===== src/rtl/sc_psr_condition_unit.sv =====
// sc_psr_condition_unit: PSR flag latch, one-deep shadow copy for trap
// save/restore, and a Bicc branch-condition evaluator with a req/ack handshake.
module sc_psr_condition_unit #(
  parameter int unsigned COND_WIDTH = 4,
  parameter int unsigned FLAG_WIDTH = 4,
  parameter bit          BYPASS     = 1'b1
) (
  input  logic                  SC_PSR_CLOCK_50,
  input  logic                  SC_PSR_RESET_InHigh,
  input  logic                  SC_PSR_negative_InLow,
  input  logic                  SC_PSR_zero_InLow,
  input  logic                  SC_PSR_overflow_InLow,
  input  logic                  SC_PSR_carry_InLow,
  input  logic                  SC_PSR_setcc_InLow,
  input  logic                  SC_PSR_load_InHigh,
  input  logic                  SC_PSR_save_InHigh,
  input  logic                  SC_PSR_restore_InHigh,
  input  logic                  SC_PSR_req_InHigh,
  input  logic [COND_WIDTH-1:0] SC_PSR_cond_InBUS,
  output logic                  SC_PSR_ack_OutHigh,
  output logic                  SC_PSR_taken_OutHigh,
  output logic [FLAG_WIDTH-1:0] SC_PSR_flags_OutBUS
);

  // Flag positions within the PSR, order {N,Z,V,C}
  localparam int unsigned BIT_N = 3;
  localparam int unsigned BIT_Z = 2;
  localparam int unsigned BIT_V = 1;
  localparam int unsigned BIT_C = 0;

  typedef enum logic [1:0] {
    IDLE = 2'd0,
    EVAL = 2'd1,
    RESP = 2'd2
  } stateT;

  stateT                 state;
  stateT                 stateNext;
  logic [FLAG_WIDTH-1:0] psr;
  logic [FLAG_WIDTH-1:0] shadow;
  logic [FLAG_WIDTH-1:0] newFlags;
  logic [FLAG_WIDTH-1:0] evalFlags;
  logic [COND_WIDTH-1:0] condQ;
  logic                  upd;
  logic                  ack;
  logic                  taken;

  // Bicc: cond[2:0] picks the base predicate, cond[3] inverts it
  function automatic logic bicc(input logic [COND_WIDTH-1:0] c,
                                input logic [FLAG_WIDTH-1:0] f);
    logic n, z, v, cy, base;
    n  = f[BIT_N];
    z  = f[BIT_Z];
    v  = f[BIT_V];
    cy = f[BIT_C];
    unique case (c[2:0])
      3'b000:  base = 1'b0;
      3'b001:  base = z;
      3'b010:  base = z | (n ^ v);
      3'b011:  base = n ^ v;
      3'b100:  base = cy | z;
      3'b101:  base = cy;
      3'b110:  base = n;
      default: base = v;
    endcase
    return c[3] ^ base;
  endfunction

  // Decode the ALU flag interface and pick the flags seen by evaluation
  always_comb begin
    newFlags  = ~{SC_PSR_negative_InLow, SC_PSR_zero_InLow,
                  SC_PSR_overflow_InLow, SC_PSR_carry_InLow};
    upd       = SC_PSR_load_InHigh & ~SC_PSR_setcc_InLow;
    evalFlags = psr;
    if (BYPASS && upd && !SC_PSR_restore_InHigh)
      evalFlags = newFlags;
  end

  // PSR and shadow: restore beats update; save always sees the pre-edge PSR,
  // so save together with restore swaps the two registers
  always_ff @(posedge SC_PSR_CLOCK_50) begin
    if (SC_PSR_RESET_InHigh) begin
      psr    <= '0;
      shadow <= '0;
    end else begin
      if (SC_PSR_restore_InHigh)
        psr <= shadow;
      else if (upd)
        psr <= newFlags;
      if (SC_PSR_save_InHigh)
        shadow <= psr;
    end
  end

  // FSM state register
  always_ff @(posedge SC_PSR_CLOCK_50) begin
    if (SC_PSR_RESET_InHigh)
      state <= IDLE;
    else
      state <= stateNext;
  end

  // FSM next-state: IDLE -> EVAL -> RESP -> IDLE, req only seen in IDLE
  always_comb begin
    stateNext = state;
    unique case (state)
      IDLE:    if (SC_PSR_req_InHigh) stateNext = EVAL;
      EVAL:    stateNext = RESP;
      RESP:    stateNext = IDLE;
      default: stateNext = IDLE;
    endcase
  end

  // Capture the branch condition alongside an accepted request
  always_ff @(posedge SC_PSR_CLOCK_50) begin
    if (SC_PSR_RESET_InHigh)
      condQ <= '0;
    else if (state == IDLE && SC_PSR_req_InHigh)
      condQ <= SC_PSR_cond_InBUS;
  end

  // Registered response: ack pulses for the RESP cycle, taken loads on RESP entry
  always_ff @(posedge SC_PSR_CLOCK_50) begin
    if (SC_PSR_RESET_InHigh) begin
      ack   <= 1'b0;
      taken <= 1'b0;
    end else begin
      ack <= (state == EVAL);
      if (state == EVAL)
        taken <= bicc(condQ, evalFlags);
    end
  end

  assign SC_PSR_ack_OutHigh   = ack;
  assign SC_PSR_taken_OutHigh = taken;
  assign SC_PSR_flags_OutBUS  = psr;

endmodule

===== config.mk =====
export PLATFORM = sky130hd
export DESIGN_NAME = sc_psr_condition_unit
export DESIGN_NICKNAME = d
export VERILOG_FILES = /design/src/rtl/sc_psr_condition_unit.sv
export SDC_FILE = /design/constraint.sdc
export NUM_CORES = 1
export LEC_CHECK = 0
export ABC_CLOCK_PERIOD_IN_PS = 2000
export CAP_MARGIN = 0
export CORE_MARGIN = 1
export CORE_UTILIZATION = 35
export DETAILED_ROUTE_END_ITERATION = 12
export GPL_TIMING_DRIVEN = 0
export PLACE_DENSITY = 0.69
export SYNTH_ARGS = -nofsm -noshare
export SYNTH_HDL_FRONTEND = slang
export SYNTH_SLANG_ARGS = --single-unit

===== constraint.sdc =====
create_clock -name SC_PSR_CLOCK_50 -period 2 [get_ports SC_PSR_CLOCK_50]
set_clock_uncertainty 0.15 [all_clocks]
set_input_delay 0.4 -clock SC_PSR_CLOCK_50 [delete_from_list [all_inputs] [get_ports SC_PSR_CLOCK_50]]
set_output_delay 0.4 -clock SC_PSR_CLOCK_50 [all_outputs]
set_load 0.005 [all_outputs]

==> key figures, run 1 <==
Worst setup path
  • R2r startpoint: SC_PSR_flags_OutBUS[3]$_SDFFE_PP0P_
  • Largest stage delay on the critical path: 0.35 ns
  • CP max-delay cell: or3b_1
  • Endpoint class of the critical path: flip-flop
  • WP depth: 7
  • CP delay by family, top: simple AND/OR/NAND/NOR gates
  • Startpoint Class: input port
  • Crit path max fanout: 8
  • Worst Path Arrival: 1.95 ns
  • CP cell instances: dlygate4sd2_1 > nor3b_4 > buf_12 > and3_2 > o32a_1 > o2111ai_1 > or3b_1
  • Cell count of the worst reg-to-reg path: 5
  • Crit path buf inv count: 2
  • Crit Path Category: in2reg
  • Worst Setup SP: SC_PSR_load_InHigh
  • CP required: 2.02 ns

Timing
  • Slew margin rel.: 47.6%
  • Pin slew with the least headroom to its limit: 0.784 ns
  • Final Setup Violations: 0
  • Fmax: 0.520 GHz
  • Setup_tns: 0 ns
  • Period Utilization, post-route: 96.1%
  • Minimum clock period after layout: 1.92 ns
  • Final slew viol count: 0
  • Final Hold Fails: 0
  • Unrepaired setup endpoints after global routing: false

Floorplanning
  • Starting density of the core: 38.4%
  • Ports: 21
  • FP Rows: 16
  • Placeable Area: 2040 µm²
  • Die X: 49.3 µm
  • Die area: 2430 µm²
  • Die H: 49.3 µm

Logic synthesis
  • Synth cell types: 24
  • Cells after Synth: 86
  • Seq/Total Area, Yosys: 40.9%
  • Synth Area per Inst: 9.11 µm²
  • Leading area contributor after synthesis: dfxtp_1
  • Post-Syn Nets: 101
  • Ys Warns: 0
  • Share of the synthesized area in the top cell type: 40.9%
  • Post-synthesis cell area: 783 µm²
  • Dominant cells by area after synthesis: dfxtp_1 41%, mux2i_1 14%, nor2_1 7.2%, nor2b_1 4.0%, a21oi_1 3.2%
  • Synthesized flop and latch total: 16

GRT
  • GRT overflow: 0
  • GR Layer Usage met2: 25.6%
  • Met1 Use GR: 16.2%
  • Pin count of the biggest net entering global routing: 11
  • Met3 Use GR: 2.18%
  • Initial antenna violation count: 0
  • Vias in the first global route: 656
  • Overall Global Routing Usage: 14.7%
  • First-pass GRT wire length: 2680 µm
  • GR peak layer: met2

Power
  • Net Switching: 0.000162 W
  • Cell internal pwr: 0.000511 W
  • Leakage: 0.395 nW
  • Pwr Density: 633 nW/µm²
  • Combinational share of power: 17.4%
  • Worst vdd ir: 346 µV
  • Switching share of power: 24.1%
  • Clock Power Share: 31.4%
  • Seq pwr share: 51.3%

Cells and area
  • Layout overhead on the synthesized area: 35.8%
  • Diodes inserted: 0
  • Most frequent cells in the layout: 16 x dfxtp_1, 16 x clkdlybuf4s50_1, 15 x nor2_1, 11 x mux2i_1
  • Share of cells above drive strength 1: 12.7%
  • Fin nets: 126
  • Post-Layout Cell Count: 137

Status
  • Outcome: finished, final reports clean

Hold path
  • Hold path cells: 3
  • Worst hold path class: in2reg
  • Worst hold start: SC_PSR_restore_InHigh

Route
  • DRT Pass-1 Iters: 4
  • Detailed-route wire length: 1610 µm
  • Post-route ant nets: 0
  • DRC Markers: 0
  • Drt wl/cell: 11.8 µm
  • Vias: 686
  • Vias per inst: 5.01
  • Detailed Route Iter0 Violations: 15

Clock network
  • Max H-tree Level: 1
  • Clk slew on worst S/H paths: 0.09 ns
  • Clk sinks: 16
  • CTS tree: built
  • Num CTS Buffers: 3
  • Worst-Skew Late Latency: 0.29 ns
  • CTS root buffer: clkbuf_4
  • Clk buf depth: 2

Placed design
  • Port Buffers: 18
  • DP HPWL: 1210 µm
  • GPL Wtd Cong: 0.721
  • Placed Instances: 131

Job
  • Max-cap violations: 0
==> routing by layer <==
metal	wire length, µm	share of wire (%)
met1	734	46
met2	756	47
met3	80	5.0
met4	38	2.4
met5	0	0
==> synthesized netlist by cell type, drive strengths merged <==
cell type / instances
inv: 5
a211oi: 2
nor2b: 5
clkbuf: 3
dfxtp: 16
xnor2: 2
nand2b: 1
nor2: 15
a211o: 2
nand2: 4
o32a: 1
mux2i: 11
or3b: 1
o2111ai: 1
o21ai: 1
buf: 1
a21oi: 5
nor3b: 4
and3: 1
o311ai: 1
nor3: 2
o32ai: 1
a221oi: 1
==> power by group through the flow <==
stage                     registers (W)  clock network, W  logic [W]
after CTS                      0.000345          0.000218   0.000117
after floorplan                0.000349                 0  0.0000632
after global routing           0.000348          0.000238   0.000128
final                          0.000345          0.000211   0.000117
after detailed placement       0.000352                 0   0.000111
after global placement         0.000351                 0   0.000109
==> repair_timing <==
action,in CTS,in global routing
endpoints found under the setup margin,1,1
buffers inserted,2,0
pin swaps,4,3
hold buffers,0,0
gates resized for setup,3,2
gates cloned,0,0
==> cell families (layout without fill, tap and decap cells) <==
kind of cell	count (synthesis)	in the layout	share of synthesized area (%)
and+or+nand+nor	33	33	22.5
DFF	16	16	40.9
AOI/OAI and AO/OA	15	15	15.0
muxes	11	11	14.1
buffers and inverters	9	33	5.27
xor gates and xnor gates	2	2	2.24
==> stage by stage <==
stage | instance area, µm² | power [W] | utilization (%) | hold WS (ns) | worst slack, ns
CTS | 1070 | 0.000680 | 52.3 | 0.222 | 0.0370
detailed placement | 1000 | 0.000464 | 49.0 | 0.296 | -0.589
floorplan | 787 | 0.000413 | - | 0.275 | -0.0459
finish | 1060 | 0.000673 | 52.1 | 0.227 | 0.0781
global placement | 1000 | 0.000460 | 49.0 | 0.286 | -0.567
global route | 1060 | 0.000714 | 52.1 | 0.217 | 0.000596
==> worst paths after layout <==
| path | end | slack [ns] |
|---|---|---|
| worst min-delay path | SC_PSR_flags_OutBUS[3]$_SDFFE_PP0P_ | 0.23 |
| worst max register to register | SC_PSR_taken_OutHigh$_SDFFE_PP0P_ | 0.28 |
| worst min register to register | SC_PSR_flags_OutBUS[3]$_SDFFE_PP0P_ | 0.31 |
| worst max-delay path | SC_PSR_taken_OutHigh$_SDFFE_PP0P_ | 0.08 |
==> layout make-up <==
class	count	area [µm²]
inverter	5	18.8
clock buffer	4	36.3
sequential	16	320
multi-input combinational	61	427
buffer	4	26.3
timing repair buffer	20	201
tap	27	33.8
fill	204	978
==> registers in the layout, summed over array words and instances, names as in the netlist <==
register / count
condQ: 4
SC_PSR_ack_OutHigh: 1
state: 2
SC_PSR_flags_OutBUS: 4
shadow: 4
SC_PSR_taken_OutHigh: 1
==> worst register-to-register path, stage by stage, from the launching register on <==
cell      delay [ns]
dfxtp_1         0.44
xnor2_1         0.14
mux2i_1         0.11
o311ai_2        0.26
o32ai_1         0.13
or3b_1          0.37
(Power assumes the default switching activity.)
==> inputs of run 2 (changes only) <==
--- a/config.mk
+++ b/config.mk
@@ -5,13 +5,13 @@
 export SDC_FILE = /design/constraint.sdc
 export NUM_CORES = 1
 export LEC_CHECK = 0
-export ABC_CLOCK_PERIOD_IN_PS = 2000
+export ABC_CLOCK_PERIOD_IN_PS = 2300
 export CAP_MARGIN = 0
 export CORE_MARGIN = 1
 export CORE_UTILIZATION = 35
 export DETAILED_ROUTE_END_ITERATION = 12
 export GPL_TIMING_DRIVEN = 0
-export PLACE_DENSITY = 0.69
+export PLACE_DENSITY = 0.67
 export SYNTH_ARGS = -nofsm -noshare
 export SYNTH_HDL_FRONTEND = slang
 export SYNTH_SLANG_ARGS = --single-unit
==> constraint.sdc (replaced) <==
create_clock -name SC_PSR_CLOCK_50 -period 2.3 [get_ports SC_PSR_CLOCK_50]
set_clock_uncertainty 0.15 [all_clocks]
set_input_delay 0.345 -clock SC_PSR_CLOCK_50 [delete_from_list [all_inputs] [get_ports SC_PSR_CLOCK_50]]
set_output_delay 0.345 -clock SC_PSR_CLOCK_50 [all_outputs]
set_load 0.005 [all_outputs]
==> key figures, run 2 (synthesized netlist as in run 1, its figures left out) <==
Status
  • Outcome: finished, final reports clean

Power
  • Combinational share of power: 17.0%
  • Switching share of power: 24.1%
  • Pwr Density: 554 nW/µm²
  • Net Switching: 0.000141 W
  • Overall power: 0.000583 W
  • Leakage: 0.384 nW
  • Cell internal pwr: 0.000443 W
  • Clock Power Share: 31.6%
  • Seq pwr share: 51.4%
  • Worst vdd ir: 405 µV

Clock network
  • Worst-Skew Late Latency: 0.28 ns
  • Max H-tree Level: 1
  • Clk buf depth: 2
  • Clk sinks: 16
  • Clk slew on worst S/H paths: 0.10 ns
  • CTS root buffer: clkbuf_4
  • CTS resizes: 0
  • CTS tree: built
  • Num CTS Buffers: 3

GRT
  • Pin count of the biggest net entering global routing: 11
  • Overall Global Routing Usage: 15.0%
  • First-pass GRT wire length: 2800 µm
  • GRT overflow: 0
  • Initial antenna violation count: 0
  • Vias in the first global route: 641

Floorplanning
  • Placeable Area: 2040 µm²
  • Die area: 2430 µm²
  • Die X: 49.3 µm
  • Starting density of the core: 38.4%
  • Ports: 21
  • Die H: 49.3 µm
  • FP Rows: 16

Worst setup path
  • Startpoint Class: input port
  • Largest stage delay on the critical path: 0.49 ns
  • Worst Path Arrival: 2.17 ns
  • CP required: 2.33 ns
  • Crit path buf inv count: 2
  • Crit Path Category: in2reg
  • CP max-delay cell: clkdlybuf4s50_1
  • FF-to-FF End: SC_PSR_taken_OutHigh$_SDFFE_PP0P_
  • WP depth: 7
  • R2r setup slk: 0.51 ns
  • Crit path capture: SC_PSR_taken_OutHigh$_SDFFE_PP0P_
  • R2r startpoint: SC_PSR_flags_OutBUS[3]$_SDFFE_PP0P_
  • Worst Setup SP: SC_PSR_load_InHigh
  • CP delay by family, top: buffers and inverters
  • Crit path max fanout: 8
  • Endpoint class of the critical path: flip-flop
  • CP cell instances: clkdlybuf4s50_1 > nor3b_4 > buf_12 > mux2i_1 > o311ai_2 > o32ai_1 > or3b_1
  • Cell count of the worst reg-to-reg path: 5

Timing
  • Pin slew with the least headroom to its limit: 0.790 ns
  • PnR worst setup slack: 0.155 ns
  • Slew margin rel.: 47.2%
  • Final slew viol count: 0
  • Fmax: 0.466 GHz
  • Final Hold Fails: 0
  • Final Setup Violations: 0
  • Minimum clock period after layout: 2.14 ns
  • Unrepaired setup endpoints after global routing: false
  • Period Utilization, post-route: 93.3%

Route
  • Drt wl/cell: 12.0 µm
  • Detailed Route Iter0 Violations: 9
  • DRC Markers: 0
  • DRT Pass-1 Iters: 4
  • Detailed-route wire length: 1630 µm
  • Vias: 660
  • Vias per inst: 4.85
  • Post-route ant nets: 0

Placed design
  • Area after DPL: 997 µm²
  • Post-place setup slack: -0.247 ns
  • DP HPWL: 1150 µm
  • Port Buffers: 18
  • Placed Instances: 131
  • GPL Wtd Cong: 0.736

Cells and area
  • Post-Layout Cell Count: 136
  • Layout overhead on the synthesized area: 34.5%
  • Design Area, Final: 1050 µm²
  • Diodes inserted: 0
  • Most frequent cells in the layout: 18 x clkdlybuf4s50_1, 16 x dfxtp_1, 15 x nor2_1, 11 x mux2i_1
  • Leading cell type in the layout, fill and taps excluded: clkdlybuf4s50_1
  • Fin nets: 125
  • Fin util: 51.6%
  • Share of cells above drive strength 1: 10.1%

Job
  • Max-cap violations: 0

Hold path
  • Worst hold start: SC_PSR_restore_InHigh
  • Worst hold path class: in2reg
run 2: cell types whose count changed in the layout (fill, tap and decap cells not counted), sizes merged:
cell | before | now
clkdlybuf4s50 | 16 | 18
clkbuf | 8 | 7
buf | 3 | 2
dlygate4sd2 | 1 | 0
run 2: worst min path at each step:
stage / endpoint / slack, ns / cells past startpoint
final: SC_PSR_flags_OutBUS[1]$_SDFFE_PP0P_ / 0.19 / 3
after global routing: SC_PSR_flags_OutBUS[3]$_SDFFE_PP0P_ / 0.18 / 3
after CTS: SC_PSR_flags_OutBUS[1]$_SDFFE_PP0P_ / 0.18 / 3
after detailed placement: SC_PSR_flags_OutBUS[1]$_SDFFE_PP0P_ / 0.29 / 2
after global placement: SC_PSR_flags_OutBUS[3]$_SDFFE_PP0P_ / 0.29 / 2
after floorplan: SC_PSR_flags_OutBUS[1]$_SDFFE_PP0P_ / 0.26 / 1
run 2: power groups by stage:
stage | Sequential [W] | Combinational, W | Clock, W
CTS | 0.000300 | 0.0000965 | 0.000188
global route | 0.000302 | 0.000110 | 0.000204
detailed placement | 0.000306 | 0.0000957 | 0
finish | 0.000300 | 0.0000992 | 0.000184
global placement | 0.000305 | 0.0000943 | 0
floorplan | 0.000304 | 0.0000542 | 0
run 2: worst min-delay path, stage by stage:
cell and delay [ns]:
buf_6 0.12, nand2_1 0.06, a21oi_1 0.05
run 2: what timing repair did:
item | CTS | global route
hold buffers | 0 | 0
endpoints found under the setup margin | 0 | 1
setup buffers | 0 | 1
run 2: cell type report:
type / count / area, µm²
repair buffers: 19 / 200
clock buffers: 4 / 36.3
flip-flops and latches: 16 / 320
multi-input cells: 61 / 422
fillers: 207 / 988
inverters: 5 / 18.8
plain buffers: 4 / 22.5
well taps: 27 / 33.8
run 2: layer usage:
metal,up-vias,part of all wire [%],track usage [%]
li1,345,-,-
met3,4,3.6,1.87
met5,-,0,0
met4,0,1.2,7.35
met1,296,49,20.5
met2,15,46,23.1
run 2: per-stage QoR:
stage               TNS, ns  hold slack [ns]
global placement     -0.206            0.287
finish                    0            0.190
floorplan                 0            0.264
global route              0            0.179
detailed placement   -0.247            0.294
CTS                       0            0.178
==> inputs of run 3 (changes only) <==
--- a/config.mk
+++ b/config.mk
@@ -11,6 +11,7 @@
 export CORE_UTILIZATION = 35
 export DETAILED_ROUTE_END_ITERATION = 12
 export GPL_TIMING_DRIVEN = 0
+export MAX_ROUTING_LAYER = met4
 export PLACE_DENSITY = 0.67
 export SYNTH_ARGS = -nofsm -noshare
 export SYNTH_HDL_FRONTEND = slang
==> results of run 3 <==
Same layout as run 2: the final DEF is identical, and so are final timing and power.
Main changes from that run: final weighted congestion in routability-driven placement 0.736 -> 0.745; wire length of the first global-routing pass 2800 µm -> 2820 µm; via count of the first global-routing pass 641 -> 638; overall routing resource usage 15.0% -> 15.5%; met1 usage 20.5% -> 20.9%; met2 usage 23.1% -> 22.8%
